## src/rtl/lifo_pkg.sv

```systemverilog
// Shared definitions for the LIFO arbiter: op encodings, lock states and
// the occupancy counter width helper.
package lifo_pkg;

    localparam logic OP_PUSH = 1'b1;
    localparam logic OP_POP  = 1'b0;

    typedef enum logic {
        UNLOCKED = 1'b0,
        LOCKED   = 1'b1
    } lock_state_e;

    // Counter must hold 0..depth inclusive.
    function automatic int occ_width(input int depth);
        return $clog2(depth + 1);
    endfunction

endpackage

```

## src/rtl/rr_arbiter.sv

```systemverilog
// Round-robin priority picker: first masked request at or above ptr, with wrap.
// Purely combinational so callers decide when the pointer advances.
module rr_arbiter #(
    parameter int NUM_REQ = 4
) (
    input  logic [NUM_REQ-1:0]         req,
    input  logic [$clog2(NUM_REQ)-1:0] ptr,
    input  logic [NUM_REQ-1:0]         mask,
    output logic [NUM_REQ-1:0]         grant,
    output logic [$clog2(NUM_REQ)-1:0] idx,
    output logic                       any
);

    localparam int IDX_W = $clog2(NUM_REQ);

    logic [NUM_REQ-1:0] masked;

    assign masked = req & mask;

    always_comb begin
        grant = '0;
        idx   = '0;
        any   = 1'b0;
        for (int i = 0; i < NUM_REQ; i++) begin
            if (!any && masked[(int'(ptr) + i) % NUM_REQ]) begin
                any = 1'b1;
                idx = IDX_W'((int'(ptr) + i) % NUM_REQ);
            end
        end
        if (any) grant[idx] = 1'b1;
    end

endmodule

```

## src/rtl/lifo_arbiter.sv

```systemverilog
// Shares one LIFO between NUM_REQ requesters: round-robin grant, optional
// lock with idle timeout, occupancy-based overflow/underflow rejection.
module lifo_arbiter
    import lifo_pkg::*;
#(
    parameter int NUM_REQ      = 4,
    parameter int DATA_WIDTH   = 8,
    parameter int DEPTH        = 12,
    parameter int LOCK_TIMEOUT = 16
) (
    input  logic                            clk,
    input  logic                            rst,
    input  logic [NUM_REQ-1:0]              req_valid,
    input  logic [NUM_REQ-1:0]              req_op,
    input  logic [NUM_REQ-1:0]              req_lock,
    input  logic [NUM_REQ*DATA_WIDTH-1:0]   req_data,
    output logic [NUM_REQ-1:0]              req_ready,
    output logic [NUM_REQ-1:0]              rsp_valid,
    output logic [DATA_WIDTH-1:0]           rsp_data,
    output logic                            rsp_err,
    output logic                            lifo_wr_en,
    output logic                            lifo_rd_en,
    output logic [DATA_WIDTH-1:0]           lifo_data_wr,
    input  logic [DATA_WIDTH-1:0]           lifo_data_rd,
    input  logic                            lifo_full,
    input  logic                            lifo_empty,
    output logic [occ_width(DEPTH)-1:0]     occupancy,
    output logic                            locked,
    output logic                            lock_timeout,
    output logic                            flag_mismatch
);

    localparam int IDX_W = $clog2(NUM_REQ);
    localparam int OCC_W = occ_width(DEPTH);
    localparam int CNT_W = $clog2(LOCK_TIMEOUT + 1);

    lock_state_e        state, state_nxt;
    logic [IDX_W-1:0]   owner, owner_nxt;
    logic [IDX_W-1:0]   rr_ptr, rr_ptr_nxt;
    logic [CNT_W-1:0]   idle_cnt, idle_nxt;
    logic               timeout_hit;

    logic [NUM_REQ-1:0] arb_mask;
    logic [IDX_W-1:0]   arb_ptr;
    logic [NUM_REQ-1:0] grant;
    logic [IDX_W-1:0]   win_idx;
    logic               win_any;

    logic               accept;
    logic               is_full, is_empty;
    logic               push_ok, pop_ok, op_err;
    logic               rsp_pop;

    function automatic logic [IDX_W-1:0] inc_wrap(input logic [IDX_W-1:0] i);
        return (i == IDX_W'(NUM_REQ - 1)) ? '0 : i + 1'b1;
    endfunction

    // While locked, the arbiter sees only the owner; searching from the owner
    // keeps the unlocked and locked paths on the same picker.
    assign arb_mask = (state == LOCKED) ? (NUM_REQ'(1) << owner) : '1;
    assign arb_ptr  = (state == LOCKED) ? owner : rr_ptr;

    rr_arbiter #(
        .NUM_REQ (NUM_REQ)
    ) u_rr (
        .req   (req_valid),
        .ptr   (arb_ptr),
        .mask  (arb_mask),
        .grant (grant),
        .idx   (win_idx),
        .any   (win_any)
    );

    assign accept    = rst & win_any;
    assign req_ready = rst ? grant : '0;

    assign is_full  = (occupancy == OCC_W'(DEPTH));
    assign is_empty = (occupancy == '0);

    assign push_ok = accept && (req_op[win_idx] == OP_PUSH) && !is_full;
    assign pop_ok  = accept && (req_op[win_idx] == OP_POP)  && !is_empty;
    assign op_err  = accept && !push_ok && !pop_ok;

    assign lifo_wr_en   = push_ok;
    assign lifo_rd_en   = pop_ok;
    assign lifo_data_wr = push_ok ? req_data[int'(win_idx)*DATA_WIDTH +: DATA_WIDTH] : '0;

    // LIFO read data lands one cycle after rd_en, aligned with the response.
    assign rsp_data = rsp_pop ? lifo_data_rd : '0;

    assign locked       = (state == LOCKED);
    assign lock_timeout = timeout_hit;

    always_comb begin
        state_nxt   = state;
        owner_nxt   = owner;
        rr_ptr_nxt  = rr_ptr;
        idle_nxt    = idle_cnt;
        timeout_hit = 1'b0;
        unique case (state)
            UNLOCKED: begin
                if (accept) begin
                    rr_ptr_nxt = inc_wrap(win_idx);
                    if (req_lock[win_idx]) begin
                        state_nxt = LOCKED;
                        owner_nxt = win_idx;
                        idle_nxt  = '0;
                    end
                end
            end
            LOCKED: begin
                if (!req_lock[owner] && (accept || !req_valid[owner])) begin
                    state_nxt  = UNLOCKED;
                    rr_ptr_nxt = inc_wrap(owner);
                    idle_nxt   = '0;
                end else if (accept) begin
                    idle_nxt = '0;
                end else if (idle_cnt == CNT_W'(LOCK_TIMEOUT - 1)) begin
                    timeout_hit = 1'b1;
                    state_nxt   = UNLOCKED;
                    rr_ptr_nxt  = inc_wrap(owner);
                    idle_nxt    = '0;
                end else begin
                    idle_nxt = idle_cnt + 1'b1;
                end
            end
            default: state_nxt = UNLOCKED;
        endcase
    end

    always_ff @(posedge clk or negedge rst) begin
        if (!rst) begin
            state         <= UNLOCKED;
            owner         <= '0;
            rr_ptr        <= '0;
            idle_cnt      <= '0;
            occupancy     <= '0;
            rsp_valid     <= '0;
            rsp_err       <= 1'b0;
            rsp_pop       <= 1'b0;
            flag_mismatch <= 1'b0;
        end else begin
            state    <= state_nxt;
            owner    <= owner_nxt;
            rr_ptr   <= rr_ptr_nxt;
            idle_cnt <= idle_nxt;
            if (push_ok)
                occupancy <= occupancy + 1'b1;
            else if (pop_ok)
                occupancy <= occupancy - 1'b1;
            rsp_valid <= accept ? grant : '0;
            rsp_err   <= op_err;
            rsp_pop   <= pop_ok;
            if ((lifo_full != is_full) || (lifo_empty != is_empty))
                flag_mismatch <= 1'b1;
        end
    end

endmodule
```

## config.mk

```make
export PLATFORM = sky130hd
export DESIGN_NAME = lifo_arbiter
export DESIGN_NICKNAME = d
export VERILOG_FILES = /design/src/rtl/lifo_pkg.sv /design/src/rtl/rr_arbiter.sv /design/src/rtl/lifo_arbiter.sv
export SDC_FILE = /design/constraint.sdc
export NUM_CORES = 1
export LEC_CHECK = 0
export ABC_AREA = 0
export BUFFER_PORTS_ARGS = -buffer_cell sky130_fd_sc_hd__clkbuf_2
export CORE_MARGIN = 2
export CORE_UTILIZATION = 51
export CTS_CLUSTER_DIAMETER = 200
export DETAILED_ROUTE_END_ITERATION = 8
export PLACE_DENSITY_LB_ADDON = 0.2
export SYNTH_ARGS = -nofsm -noshare
export SYNTH_HDL_FRONTEND = slang
export SYNTH_HIERARCHICAL = 1
export SYNTH_SLANG_ARGS = --single-unit
```

## constraint.sdc

```tcl
create_clock -name clk -period 6.85 [get_ports clk]
set_input_delay 1.37 -clock clk [delete_from_list [all_inputs] [get_ports clk]]
set_output_delay 1.37 -clock clk [all_outputs]
set_load 0.005 [all_outputs]
```

==> summary.md <==
| Metric | Value |
|---|---|
| Run status | finished clean |
| Routed Antenna Nets | 0 |
| Crit. End Element | output port |
| Routability cong. | 0.819 |
| # DRC | 0 |
| Height of the chip | about 65 um |
| CP startpoint | req_valid[2] |
| Layout Skew | 0.00164 ns |
| Placed cell areas | 0.00236 mm2 |
| Die X | approximately 65 um |
| Crit Path Category | primary input to output port |
| Synth cell types | 43 |
| ANT cells | 0 |
| CTS resizes | 0 |
| Post-CTS setup buffers | 0 |
| Final Cycle Share | between 70% and 80% |
| Final Non-Filler Cells | 332 |
| Post-synth top flop | dfrtp_1 |
| Met3 Use GR | 4.17% |
| Min-Delay Path Class | register to register |
| Design area | 0.00240 mm2 |
| VDD IR max | 0.249 mV |
| Cells on worst reg2reg path | 12 |
| F_max | approximately 200 MHz |
| Max Cap Violations | 0 |
| Row cnt | 22 |
| Fin util | between 60 and 70% |
| Placed Cells | 328 |
| Initial DRC Count | 105 |
| Hold worst-path end | flag_mismatch |
| H-tree levels | 1 |
| Total congestion overflow | 0 |
| Pin count of the biggest net entering global routing | 32 |
| Async set-reset flop share out of synthesis | between 90% and 100% |
| #FFs+latches synth | 21 |
| Met1 usage | around a quarter |
| Grt peak-use layer | met2 |
| Sequential element share of the synthesized area | roughly 28% |
| TritonCTS Buffers | 3 |
| Vias in the first global route | 1672 |
| Yosys top cell area share | 27.6% |
| Share of layout cells above drive strength 1 | 42.3% |
| Syn_area_per_cell | 9.47 um2 |
| Final hold slack | 0.462 ns |
| Setup_tns | 0 ns |
| Hold_sp | flag_mismatch |
| Hold Violations, Final | 0 |
| First-pass GRT wire length | 7110 um |
| # hold bufs at CTS | 0 |
| Worst R2R End | occupancy[3] |
| Clock root cell | clkbuf_8 |
| Worst R2R Setup Slack | around 2.4 ns |
| Worst slew pin tran | between 0.9 and 1 ns |
| Drt total wl | 4450 um |
| Port bufs | 89 |
| Yosys warns | 6 |
| CP arrival | 3.62 ns |
| Dpl hpwl | 3640 um |
| Syn Nets | approximately 270 |
| Slew Viols, Final | 0 |
| CTS tree | built |
| Pwr Density | 408 mW/mm2 |
| Biggest area consumer among synthesized cells | dfrtp_1 |
| Area added between synthesis and finish | 26.2% |
| Hold Crit Depth | 1 |
| Synth area leaders | dfrtp_1 (28%), mux4_2 (14%), and2_1 (5.3%) |
| Synthesized instance count | between 200 and 250 |
| Die area | roughly 0.0042 mm2 |
| Worst-path clk slew | 0.08 ns |
| LEAKAGE | about 1.2 nW |
| Worst R2R Start | locked |
| Max Root-Sink Buffers | 2 |
| Wirelength per Cell | 13.4 um |
| Unrepaired setup endpoints after global routing | false |
| Initial antenna violation count | 0 |
| Layout net count | 350 |
| Rel. slew slack | between 30% and 40% |
| Met2 Use GR | around 40% |
| Post-synth EDFFs | 0 |
| Vias per Instance | 5.47 |
| Post-synthesis cell area | around 0.0019 mm2 |
| # clock sinks | 21 |
| # IOs | 90 |
| CP startpoint kind | primary input |
| Core area | 0.00363 mm2 |
| Post-layout min period | 4.99 ns |
| Max FO, Critical Path | 13 |
| Crit path required time | 5.48 ns |
| Clock Latency Late Sink | 0.26 ns |
| All-Layer GR Usage | 21.4% |
| Vias | 1817 |
| Final setup vio count | 0 |
| Starting density of the core | 52.4% |
| DRT Pass-1 Iters | 4 |
## kinds of logic (layout without fill, tap and decap cells)
| group | after synthesis | after routing | share of synthesized area [%] |
|---|---|---|---|
| AOI/OAI and AO/OA | 52 | 52 | 19.1 |
| xor gates and xnor gates | 2 | 2 | 0.921 |
| adders and majority gates | 9 | 9 | 6.31 |
| buffers and inverters | 17 | 100 | 4.34 |
| DFF | 21 | 21 | 27.6 |
| muxes | 19 | 19 | 18.3 |
| and+or+nand+nor | 81 | 81 | 23.3 |
## cell type report
type	count	area [um2]
clock buffers	3	41.3
inverters	6	22.5
flip-flops and latches	21	526
repair buffers	90	453
well taps	48	60.1
multi-input cells	163	1290
clock inverters	1	5.00
fillers	327	1230
## layer usage
| layer | part of all wire [%] | vias up | wire [um] |
|---|---|---|---|
| met5 | 0 | - | 0 |
| met4 | 0.22 | 0 | 10 |
| met3 | 4.9 | 3 | 219 |
| met2 | 52 | 51 | 2300 |
| met1 | 43 | 856 | 1920 |
| li1 | - | 907 | - |
## registers in the layout, indices dropped and copies added, names as in the netlist
| signal | count |
|---|---|
| rsp_err | 1 |
| owner | 2 |
| locked | 1 |
| rsp_pop | 1 |
| rr_ptr | 2 |
| occupancy | 4 |
| idle_cnt | 5 |
| rsp_valid | 4 |
| flag_mismatch | 1 |
## synthesized netlist by cell type, types with 3 or more instances
library cell / n
nand3_1: 5
clkbuf_1: 6
inv_1: 6
mux4_2: 12
o211ai_1: 5
and2_1: 16
a21o_1: 6
nand2_1: 18
dfrtp_1: 21
o21a_1: 3
nor2_1: 6
ha_1: 8
nand2b_1: 8
nor2b_1: 9
o21ai_0: 9
a21oi_1: 10
or3_1: 3
and3_1: 6
nor3_1: 3
o221ai_1: 3
mux2_2: 7
a31oi_1: 3
## where the power goes
group          leakage, nW  internal, W  switching, W
clock               0.0255    0.0000405     0.0000407
sequential           0.266     0.000165     0.0000726
combinational        0.879     0.000340      0.000322
## cells in the final DEF (no fill, tap or decap), drive strengths merged, types with 3 or more instances in the layout
master	synthesis	routed
a21o	6	6
a21oi	12	12
a31oi	3	3
and2	16	16
and3	6	6
clkbuf	7	92
dfrtp	21	21
ha	8	8
inv	6	6
mux2	7	7
mux4	12	12
nand2	20	20
nand2b	8	8
nand3	5	5
nor2	6	6
nor2b	9	9
nor3	3	3
o211ai	5	5
o21a	3	3
o21ai	9	9
o221ai	3	3
or3	3	3
## worst max-delay path by stage
stage	end	slack, ns
after floorplan	lifo_data_wr[0]	2.32
after global placement	lifo_data_wr[1]	1.92
after detailed placement	lifo_data_wr[1]	1.88
after CTS	lifo_data_wr[1]	1.87
after global routing	lifo_data_wr[6]	1.68
final	lifo_data_wr[1]	1.86
## metrics by stage
stage                     power (W)  worst slack (ns)
after floorplan            0.000754              2.32
after global placement     0.000891              1.92
after detailed placement   0.000904              1.88
after CTS                  0.000987              1.87
after global routing        0.00108              1.68
final                      0.000981              1.86
## critical path, stage by stage
cell and delay, ns:
clkbuf_2 0.10, nand2_2 0.15, o221ai_1 0.15, a22oi_1 0.17
buf_4 0.27, mux4_2 0.64, o211ai_1 0.48, nor2b_1 0.13
clkbuf_2 0.15
Note: power is estimated with default switching activity, not from simulation.
